<file path="src/rtl/seq_frame_ctrl.sv">
// Serial frame aligner: hunts for a 5-bit sync word, then tracks 8-bit payloads
// between sync fields with a miss-tolerant flywheel and a one-deep output byte.
module seq_frame_ctrl #(
  parameter logic [4:0] SYNC_WORD  = 5'b01011,
  parameter int         MISS_LIMIT = 2
) (
  input  logic       clk,
  input  logic       rst,
  input  logic       in,
  input  logic       in_valid,
  output logic [7:0] data_out,
  output logic       data_valid,
  input  logic       data_ready,
  output logic       locked,
  output logic       miss_err,
  output logic       ovf_err
);

  typedef enum logic [1:0] {
    HUNT     = 2'd0,
    PAYLOAD  = 2'd1,
    SYNC_CHK = 2'd2
  } state_t;

  localparam logic [1:0] MISS_LIM = MISS_LIMIT[1:0];

  state_t     state_r, state_s;
  logic [3:0] hunt_sr_r, hunt_sr_s;
  logic [2:0] hunt_fill_r, hunt_fill_s;
  logic [6:0] shift_r, shift_s;
  logic [2:0] bit_cnt_r, bit_cnt_s;
  logic [3:0] chk_sr_r, chk_sr_s;
  logic [2:0] chk_cnt_r, chk_cnt_s;
  logic [1:0] miss_cnt_r, miss_cnt_s;
  logic [7:0] data_out_s;
  logic       data_valid_s, locked_s, miss_err_s, ovf_err_s;
  logic       byte_done_s;
  logic [7:0] byte_s;
  logic [4:0] hunt_win_s, chk_win_s;
  logic [1:0] miss_inc_s;

  // Next-state, datapath and output computation for one clock.
  always_comb begin
    state_s      = state_r;
    hunt_sr_s    = hunt_sr_r;
    hunt_fill_s  = hunt_fill_r;
    shift_s      = shift_r;
    bit_cnt_s    = bit_cnt_r;
    chk_sr_s     = chk_sr_r;
    chk_cnt_s    = chk_cnt_r;
    miss_cnt_s   = miss_cnt_r;
    data_out_s   = data_out;
    data_valid_s = data_valid;
    locked_s     = locked;
    miss_err_s   = 1'b0;
    ovf_err_s    = 1'b0;
    byte_done_s  = 1'b0;
    byte_s       = {shift_r, in};
    hunt_win_s   = {hunt_sr_r, in};
    chk_win_s    = {chk_sr_r, in};
    miss_inc_s   = (miss_cnt_r == 2'd3) ? 2'd3 : miss_cnt_r + 2'd1;

    if (in_valid) begin
      case (state_r)
        HUNT: begin
          hunt_sr_s   = hunt_win_s[3:0];
          hunt_fill_s = (hunt_fill_r == 3'd5) ? 3'd5 : hunt_fill_r + 3'd1;
          // Fill count keeps the cleared history from matching a partial pattern.
          if ((hunt_fill_r >= 3'd4) && (hunt_win_s == SYNC_WORD)) begin
            state_s     = PAYLOAD;
            bit_cnt_s   = 3'd0;
            locked_s    = 1'b1;
            miss_cnt_s  = 2'd0;
            hunt_sr_s   = 4'd0;
            hunt_fill_s = 3'd0;
          end else begin
            state_s = HUNT;
          end
        end
        PAYLOAD: begin
          shift_s   = byte_s[6:0];
          bit_cnt_s = bit_cnt_r + 3'd1;
          if (bit_cnt_r == 3'd7) begin
            byte_done_s = 1'b1;
            state_s     = SYNC_CHK;
            chk_cnt_s   = 3'd0;
            bit_cnt_s   = 3'd0;
          end else begin
            state_s = PAYLOAD;
          end
        end
        SYNC_CHK: begin
          chk_sr_s  = chk_win_s[3:0];
          chk_cnt_s = chk_cnt_r + 3'd1;
          if (chk_cnt_r == 3'd4) begin
            chk_cnt_s = 3'd0;
            bit_cnt_s = 3'd0;
            if (chk_win_s == SYNC_WORD) begin
              miss_cnt_s = 2'd0;
              state_s    = PAYLOAD;
            end else begin
              miss_err_s = 1'b1;
              miss_cnt_s = miss_inc_s;
              if (miss_inc_s == MISS_LIM) begin
                state_s     = HUNT;
                locked_s    = 1'b0;
                hunt_sr_s   = 4'd0;
                hunt_fill_s = 3'd0;
              end else begin
                state_s = PAYLOAD;
              end
            end
          end else begin
            state_s = SYNC_CHK;
          end
        end
        default: begin
          state_s     = HUNT;
          locked_s    = 1'b0;
          hunt_sr_s   = 4'd0;
          hunt_fill_s = 3'd0;
        end
      endcase
    end else begin
      state_s = state_r;
    end

    // A completed byte either loads (slot free or being consumed) or is dropped.
    if (byte_done_s) begin
      if (!data_valid || data_ready) begin
        data_out_s   = byte_s;
        data_valid_s = 1'b1;
      end else begin
        ovf_err_s = 1'b1;
      end
    end else if (data_valid && data_ready) begin
      data_valid_s = 1'b0;
    end else begin
      data_valid_s = data_valid;
    end
  end

  // State and output registers with synchronous active-low reset.
  always_ff @(posedge clk) begin
    if (!rst) begin
      state_r     <= HUNT;
      hunt_sr_r   <= 4'd0;
      hunt_fill_r <= 3'd0;
      shift_r     <= 7'd0;
      bit_cnt_r   <= 3'd0;
      chk_sr_r    <= 4'd0;
      chk_cnt_r   <= 3'd0;
      miss_cnt_r  <= 2'd0;
      data_out    <= 8'h00;
      data_valid  <= 1'b0;
      locked      <= 1'b0;
      miss_err    <= 1'b0;
      ovf_err     <= 1'b0;
    end else begin
      state_r     <= state_s;
      hunt_sr_r   <= hunt_sr_s;
      hunt_fill_r <= hunt_fill_s;
      shift_r     <= shift_s;
      bit_cnt_r   <= bit_cnt_s;
      chk_sr_r    <= chk_sr_s;
      chk_cnt_r   <= chk_cnt_s;
      miss_cnt_r  <= miss_cnt_s;
      data_out    <= data_out_s;
      data_valid  <= data_valid_s;
      locked      <= locked_s;
      miss_err    <= miss_err_s;
      ovf_err     <= ovf_err_s;
    end
  end

endmodule
</file>
<file path="config.mk">
export PLATFORM = sky130hd
export DESIGN_NAME = seq_frame_ctrl
export DESIGN_NICKNAME = d
export VERILOG_FILES = /design/src/rtl/seq_frame_ctrl.sv
export SDC_FILE = /design/constraint.sdc
export NUM_CORES = 1
export LEC_CHECK = 0
export CAP_MARGIN = 20
export CORE_MARGIN = 2
export CORE_UTILIZATION = 51
export CTS_CLUSTER_SIZE = 20
export DETAILED_ROUTE_END_ITERATION = 12
export PLACE_DENSITY = 0.71
export SETUP_SLACK_MARGIN = 0.15
export SLEW_MARGIN = 20
export SYNTH_ARGS = -nofsm -noshare
export SYNTH_HDL_FRONTEND = slang
export SYNTH_SLANG_ARGS = --single-unit
</file>
<file path="constraint.sdc">
create_clock -name clk -period 1.6 [get_ports clk]
set_clock_uncertainty 0.2 [all_clocks]
set_input_delay 0.48 -clock clk [delete_from_list [all_inputs] [get_ports clk]]
set_output_delay 0.48 -clock clk [all_outputs]
set_load 0.005 [all_outputs]
</file>
# --- After elaboration in Yosys (flattened, before gate mapping) ---
# Index checks and enable logic that the tools add are counted.
op_classes:
  n_addsub: 4
  reduce_logical: 20
  bitwise_logic: 1
  magnitude_cmp: 1
  eq_ne: 15
  mux: 42
op_table:
  columns: ["operator", "n"]
  rows:
  - ["2-to-1 mux 3 bit", 10]
  - ["one-hot mux 3 bit (3 select lines)", 2]
  - ["2-to-1 mux 4 bit", 4]
  - ["2-to-1 mux 1 bit", 15]
  - ["2-to-1 mux 2 bit", 6]
  - ["one-hot mux 4 bit (3 select lines)", 1]
  - ["AND reduction 4 bit", 3]
  - ["== test 5 x 4 -> 1 bit (second input constant)", 2]
  - ["inequality test 2 bit (second input constant)", 5]
  - ["AND reduction 2 bit", 5]
  - ["adder 3 x 1 -> 3 bit (second input constant)", 3]
  - ["== test 3 bit (second input constant)", 3]
  - ["== test 2 bit (second input constant)", 3]
  - ["one-hot mux 2 bit (3 select lines)", 1]
  - ["one-hot mux 3 bit (2 select lines)", 1]
  - ["AND reduction 6 bit", 1]
  - ["nonzero test 2 bit", 3]
  - ["AND reduction 5 bit", 1]
  - ["one-hot mux 2 bit (2 select lines)", 1]
  - [">= comparator 3 bit (second input constant)", 1]
  - ["one-hot mux 1 bit (3 select lines)", 1]
  - ["AND reduction 3 bit", 1]
  - ["nonzero test 3 bit", 1]
  - ["adder 2 x 1 -> 2 bit (second input constant)", 1]
  - ["other kinds (7)", 8]
totals:
  out_inout_bits: 12
  inputBits: 5
  register_bits: 40

# --- Longest topological paths before layout ---
# Gate-level depths: netlist of run 1.
logic_depth:
  ltp_word: 7
  mapped_depth: 7
  mapped_depth_nobuf: 6

# --- Worst setup path before layout of run 1 ---
# OpenSTA, ideal clock, no wires.
synth_path:
  kind: "register to register"
  from: "reg bit_cnt_r[0]"
  to: "reg data_out[0]"
  n_path_buf: 1
  path_stages_with_launch: 8
  slack_ns: -0.063
  t_arrival_ns: 1.347
  period_less_slack_ns: 1.663
  setup_ns: 0.116
  cell_sequence: "dfxtp_1 > ha_1 > ha_1 > nand4b_1 > nor2b_1 > buf_4 > mux2i_1 > nor2b_1"
synth_between:
  elab_chain_len: 5
synth_lines:
  columns: ["item", "line_no", "text"]
  rows:
  - ["start: declaration", "31", "logic [2:0] bit_cnt_r, bit_cnt_s;"]
  - ["start signal: assignment", "164", "bit_cnt_r <= bit_cnt_s;"]
  - ["== test 3 bit", "83", "if (bit_cnt_r == 3'd7) begin"]
  - ["2-to-1 mux 1 bit", "83", null]
  - ["2-to-1 mux 1 bit", "64", "case (state_r)"]
  - ["2-to-1 mux 1 bit", "63", "if (in_valid) begin"]
  - ["AND reduction 2 bit (no source line)", null, null]
  - ["end signal: assignment", "168", "data_out <= data_out_s;"]
  - ["end: declaration", "11", "output logic [7:0] data_out,"]
# Every way passes these cells.
# A chain may end at the register's enable or synchronous reset.

# --- Worst setup path in the final report of run 1 ---
layout_path:
  from: "reg bit_cnt_r[0]"
  to: "reg chk_cnt_r[1]"
layout_between:
  elab_chain_len: 3
layout_lines:
  columns: ["item", "line_no", "text"]
  rows:
  - ["== test 3 bit", "83", null]
  - ["inequality test 2 bit (no source line)", null, null]
  - ["AND reduction 3 bit (no source line)", null, null]
  - ["end signal: assignment", "166", "chk_cnt_r <= chk_cnt_s;"]
  - ["end: declaration", "33", "logic [2:0] chk_cnt_r, chk_cnt_s;"]
# Every way passes these cells.

==> results.yml, run 1 <==
power:
  vdd.ir_drop.worst_mv: 0.572
  fin_total_pwr_mw: 1.98
  power_leakage_nw: 1.17
  power.density_mw_per_mm2: 723
die:
  floorplan.die_area_mm2: 0.00419
  initial_core_util_pct: 52.2
  die_w_um: 64.7
  boundaryPins: 17
  die_height_um: 64.7
  core.rowCount: 22
  fp.coreArea_mm2: 0.00361
yosys:
  synthArstFlopShare_pct: 0
  synth_seq_area_share_pct: 42.6
  synth.top_cells.by_area: "sky130_fd_sc_hd__dfxtp_1, sky130_fd_sc_hd__mux2i_1, sky130_fd_sc_hd__nand2_1, sky130_fd_sc_hd__nor2b_1, sky130_fd_sc_hd__a21oi_1"
  synth_commonest_cells: "sky130_fd_sc_hd__dfxtp_1, sky130_fd_sc_hd__nand2_1, sky130_fd_sc_hd__mux2i_1"
  most_frequent_cell_after_synthesis: "sky130_fd_sc_hd__dfxtp_1"
  total_nets_after_synthesis: 217
  netlist_instances: 208
  ys_dominant_reg_cell: "sky130_fd_sc_hd__dfxtp_1"
  avgSynthCellArea_um2: 9.04
  synth_area_mm2: 0.00188
  ys.warnings.count: 0
  ys_ff_latch: 40
  synth_largest_type_area_fraction_pct: 42.6
  synth_edf_count: 0
  yosysUniqueCellTypes: 47
  yosysTopAreaCell: "sky130_fd_sc_hd__dfxtp_1"
setup_path:
  worstPathMaxFanout: 4
  critical_path_arrival_ns: 1.77
  setup.worst_path.class: "register to register"
  cp.buffers_inverters: 2
  critical_path.startpoint_type: "register"
  critical_path.most_common_cell: "sky130_fd_sc_hd__ha_4"
  timing.critical_path.cells: "ha_4, ha_4, buf_4, buf_6, and3b_1, o21ai_2, nand2_1, a21boi_1"
  worstSetupEndpointType: "register"
  crit_slowest_cell: "sky130_fd_sc_hd__dfxtp_2"
  timing.critical_path.max_delay_family: "flip-flops"
  critPathRequiredTime_ns: 1.63
  crit_path_max_incr_delay_ns: 0.34
sta:
  max_slew_margin_pct: 76.5
  max_freq_mhz: 575
  slew_viol_final: 0
  final-setup-viol-count: 16
  finalSetupTns_ns: -0.794
  finalWorstPathRequiredPeriod_ns: 1.74
  setup_slack_ns: -0.138
  rsz0062_at_grt: "true"
  tightest_hold_margin_ns: 0.271
  final-hold-violation-count: 0
  period_share_pct: 109
  worstMarginPinSlew_ns: 0.349
placed_design:
  pre_cts_slack_ns: -0.599
  dp.cells: 291
  io_buffers: 16
  gpl.final_weighted_congestion: 0.805
  placed_area_mm2: 0.00231
  place_hpwl_mm: 3.06
layout:
  final_util_pct: 75.9
  finish.cell_count_without_fillers: 315
  syn2layout_area_growth_pct: 45.5
  stdcell_area_mm2: 0.00274
  final_layout_size_suffix_gt1_share_pct: 47.6
  fin_nets: 275
  antenna_cells: 0
global_route:
  first_global_vias: 1698
  grt_usage_pct: 24.8
  grt_start_max_net_pins: 17
  globalRoute.totalOverflow: 0
  first_pass_grt_wire_length_mm: 7.91
  antenna_found_initial: 0
clock_network:
  cts.hold.buffers_added: 0
  clk_transition_reported_paths_ns: 0.08
  ctsHtreeMaxLevel: 2
  cts_made_buffers: 5
  clock-root-buffer: "sky130_fd_sc_hd__clkbuf_8"
  tritoncts: "built"
  sinks_on_clock_net: 40
  clock_path_buffers: 2
  latest_clock_arrival_within_the_worst_skew_pair_ns: 0.30
routing:
  ant_nets: 0
  drcViolationCount: 0
  detail_route.wl_per_cell_um: 16.3
  postRouteWirelength_mm: 5.14
  routed-via-count: 1743
  drtPass1Iterations: 4
  drt_iter0_markers: 96
  drt-vias-per-instance: 5.53
run_status:
  failed_checks: "negative setup slack"
  outcome: "finished, violations left"
worst_hold_path:
  worst_hold_path_type: "register to register"
job:
  max_cap_violations: 0
flip-flops by register name, indices dropped and copies added (netlist names):
name / cells
bit_cnt_r: 3
chk_cnt_r: 3
chk_sr_r: 4
data_out: 8
data_valid: 1
hunt_fill_r: 3
hunt_sr_r: 4
locked: 1
miss_cnt_r: 2
miss_err: 1
ovf_err: 1
shift_r: 7
state_r: 2
area by class of cell:
type,instances,area [um^2]
clock buffer,5,68.8
timing repair buffer,63,498
sequential,40,831
multi-input combinational,148,1200
tap,48,60.1
inverter,8,30.0
clock inverter,3,46.3
fill,252,870
placed cells by master (no fill, tap or decap), types with 2 or more instances in the layout:
| master | instances |
|---|---|
| sky130_fd_sc_hd__nor2b_1 | 14 |
| sky130_fd_sc_hd__nand4_1 | 3 |
| sky130_fd_sc_hd__buf_6 | 15 |
| sky130_fd_sc_hd__buf_4 | 32 |
| sky130_fd_sc_hd__o21ai_0 | 4 |
| sky130_fd_sc_hd__mux2i_1 | 18 |
| sky130_fd_sc_hd__buf_2 | 14 |
| sky130_fd_sc_hd__a211oi_2 | 2 |
| sky130_fd_sc_hd__a31oi_1 | 2 |
| sky130_fd_sc_hd__a21o_1 | 2 |
| sky130_fd_sc_hd__dfxtp_1 | 20 |
| sky130_fd_sc_hd__nand2_1 | 32 |
| sky130_fd_sc_hd__nand3_1 | 5 |
| sky130_fd_sc_hd__o21a_1 | 2 |
| sky130_fd_sc_hd__ha_4 | 3 |
| sky130_fd_sc_hd__clkbuf_8 | 5 |
| sky130_fd_sc_hd__and3b_2 | 2 |
| sky130_fd_sc_hd__inv_2 | 2 |
| sky130_fd_sc_hd__nand2_4 | 2 |
| sky130_fd_sc_hd__o21ai_2 | 3 |
| sky130_fd_sc_hd__a21boi_1 | 5 |
| sky130_fd_sc_hd__dfxtp_4 | 2 |
| sky130_fd_sc_hd__nand2b_1 | 3 |
| sky130_fd_sc_hd__inv_1 | 6 |
| sky130_fd_sc_hd__a21oi_1 | 6 |
| sky130_fd_sc_hd__dfxtp_2 | 18 |
| sky130_fd_sc_hd__a21oi_2 | 5 |
routing by layer:
| layer | global-route usage [%] | vias up | share of wire [%] |
|---|---|---|---|
| met5 | 0 | - | 0 |
| met4 | 11.2 | 0 | 3.0 |
| li1 | - | 843 | - |
| met1 | 30.5 | 856 | 44 |
| met2 | 41.4 | 31 | 50 |
| met3 | 5.56 | 13 | 2.7 |
cells by family (layout without fill, tap and decap cells):
group / count (synthesis) / after routing / share of synthesized area, %
and+or+nand+nor: 79 / 79 / 22.6
AOI/OAI and AO/OA: 47 / 47 / 17.3
DFF: 40 / 40 / 42.6
buffers and inverters: 20 / 79 / 5.32
muxes: 18 / 18 / 9.58
adders and majority gates: 4 / 4 / 2.66
final timing paths:
path / slack, ns / end / from / cells past startpoint
worst max-delay path: -0.14 / chk_cnt_r[1] / bit_cnt_r[0] / 8
worst min-delay path: 0.27 / shift_r[6] / shift_r[6] / 2
worst max register to register: -0.14 / chk_cnt_r[1] / bit_cnt_r[0] / 8
worst min register to register: 0.27 / shift_r[6] / shift_r[6] / 2
power breakdown:
part / total, mW / switching (mW) / leakage (nW) / internal (mW)
clock: 0.858 / 0.388 / 0.0548 / 0.470
sequential: 1.01 / 0.00898 / 0.333 / 0.999
combinational: 0.113 / 0.0617 / 0.786 / 0.0512
total: 1.98 / 0.458 / 1.17 / 1.52
repair_timing:
item,in CTS,in global routing
resized for setup,97,40
cloned,1,0
pin swaps,15,16
hold endpoints to repair,0,0
setup endpoints to repair,52,38
setup buffers,9,6
worst reg2reg max path: stages (launching register included):
cell                       delay, ns
sky130_fd_sc_hd__dfxtp_2        0.34
sky130_fd_sc_hd__ha_4           0.16
sky130_fd_sc_hd__ha_4           0.15
sky130_fd_sc_hd__buf_4          0.13
sky130_fd_sc_hd__buf_6          0.12
sky130_fd_sc_hd__and3b_1        0.18
sky130_fd_sc_hd__o21ai_2        0.17
sky130_fd_sc_hd__nand2_1        0.08
sky130_fd_sc_hd__a21boi_1       0.14
No activity file was read; power rests on OpenSTA's default activity.
==> run 2: changes to the inputs <==
--- a/config.mk
+++ b/config.mk
@@ -8,6 +8,7 @@
 export CAP_MARGIN = 20
 export CORE_MARGIN = 2
 export CORE_UTILIZATION = 51
+export CTS_CLUSTER_DIAMETER = 80
 export CTS_CLUSTER_SIZE = 20
 export DETAILED_ROUTE_END_ITERATION = 12
 export PLACE_DENSITY = 0.71
==> results of run 2 <==
No change in the layout: final DEF, timing and power equal those of run 1.
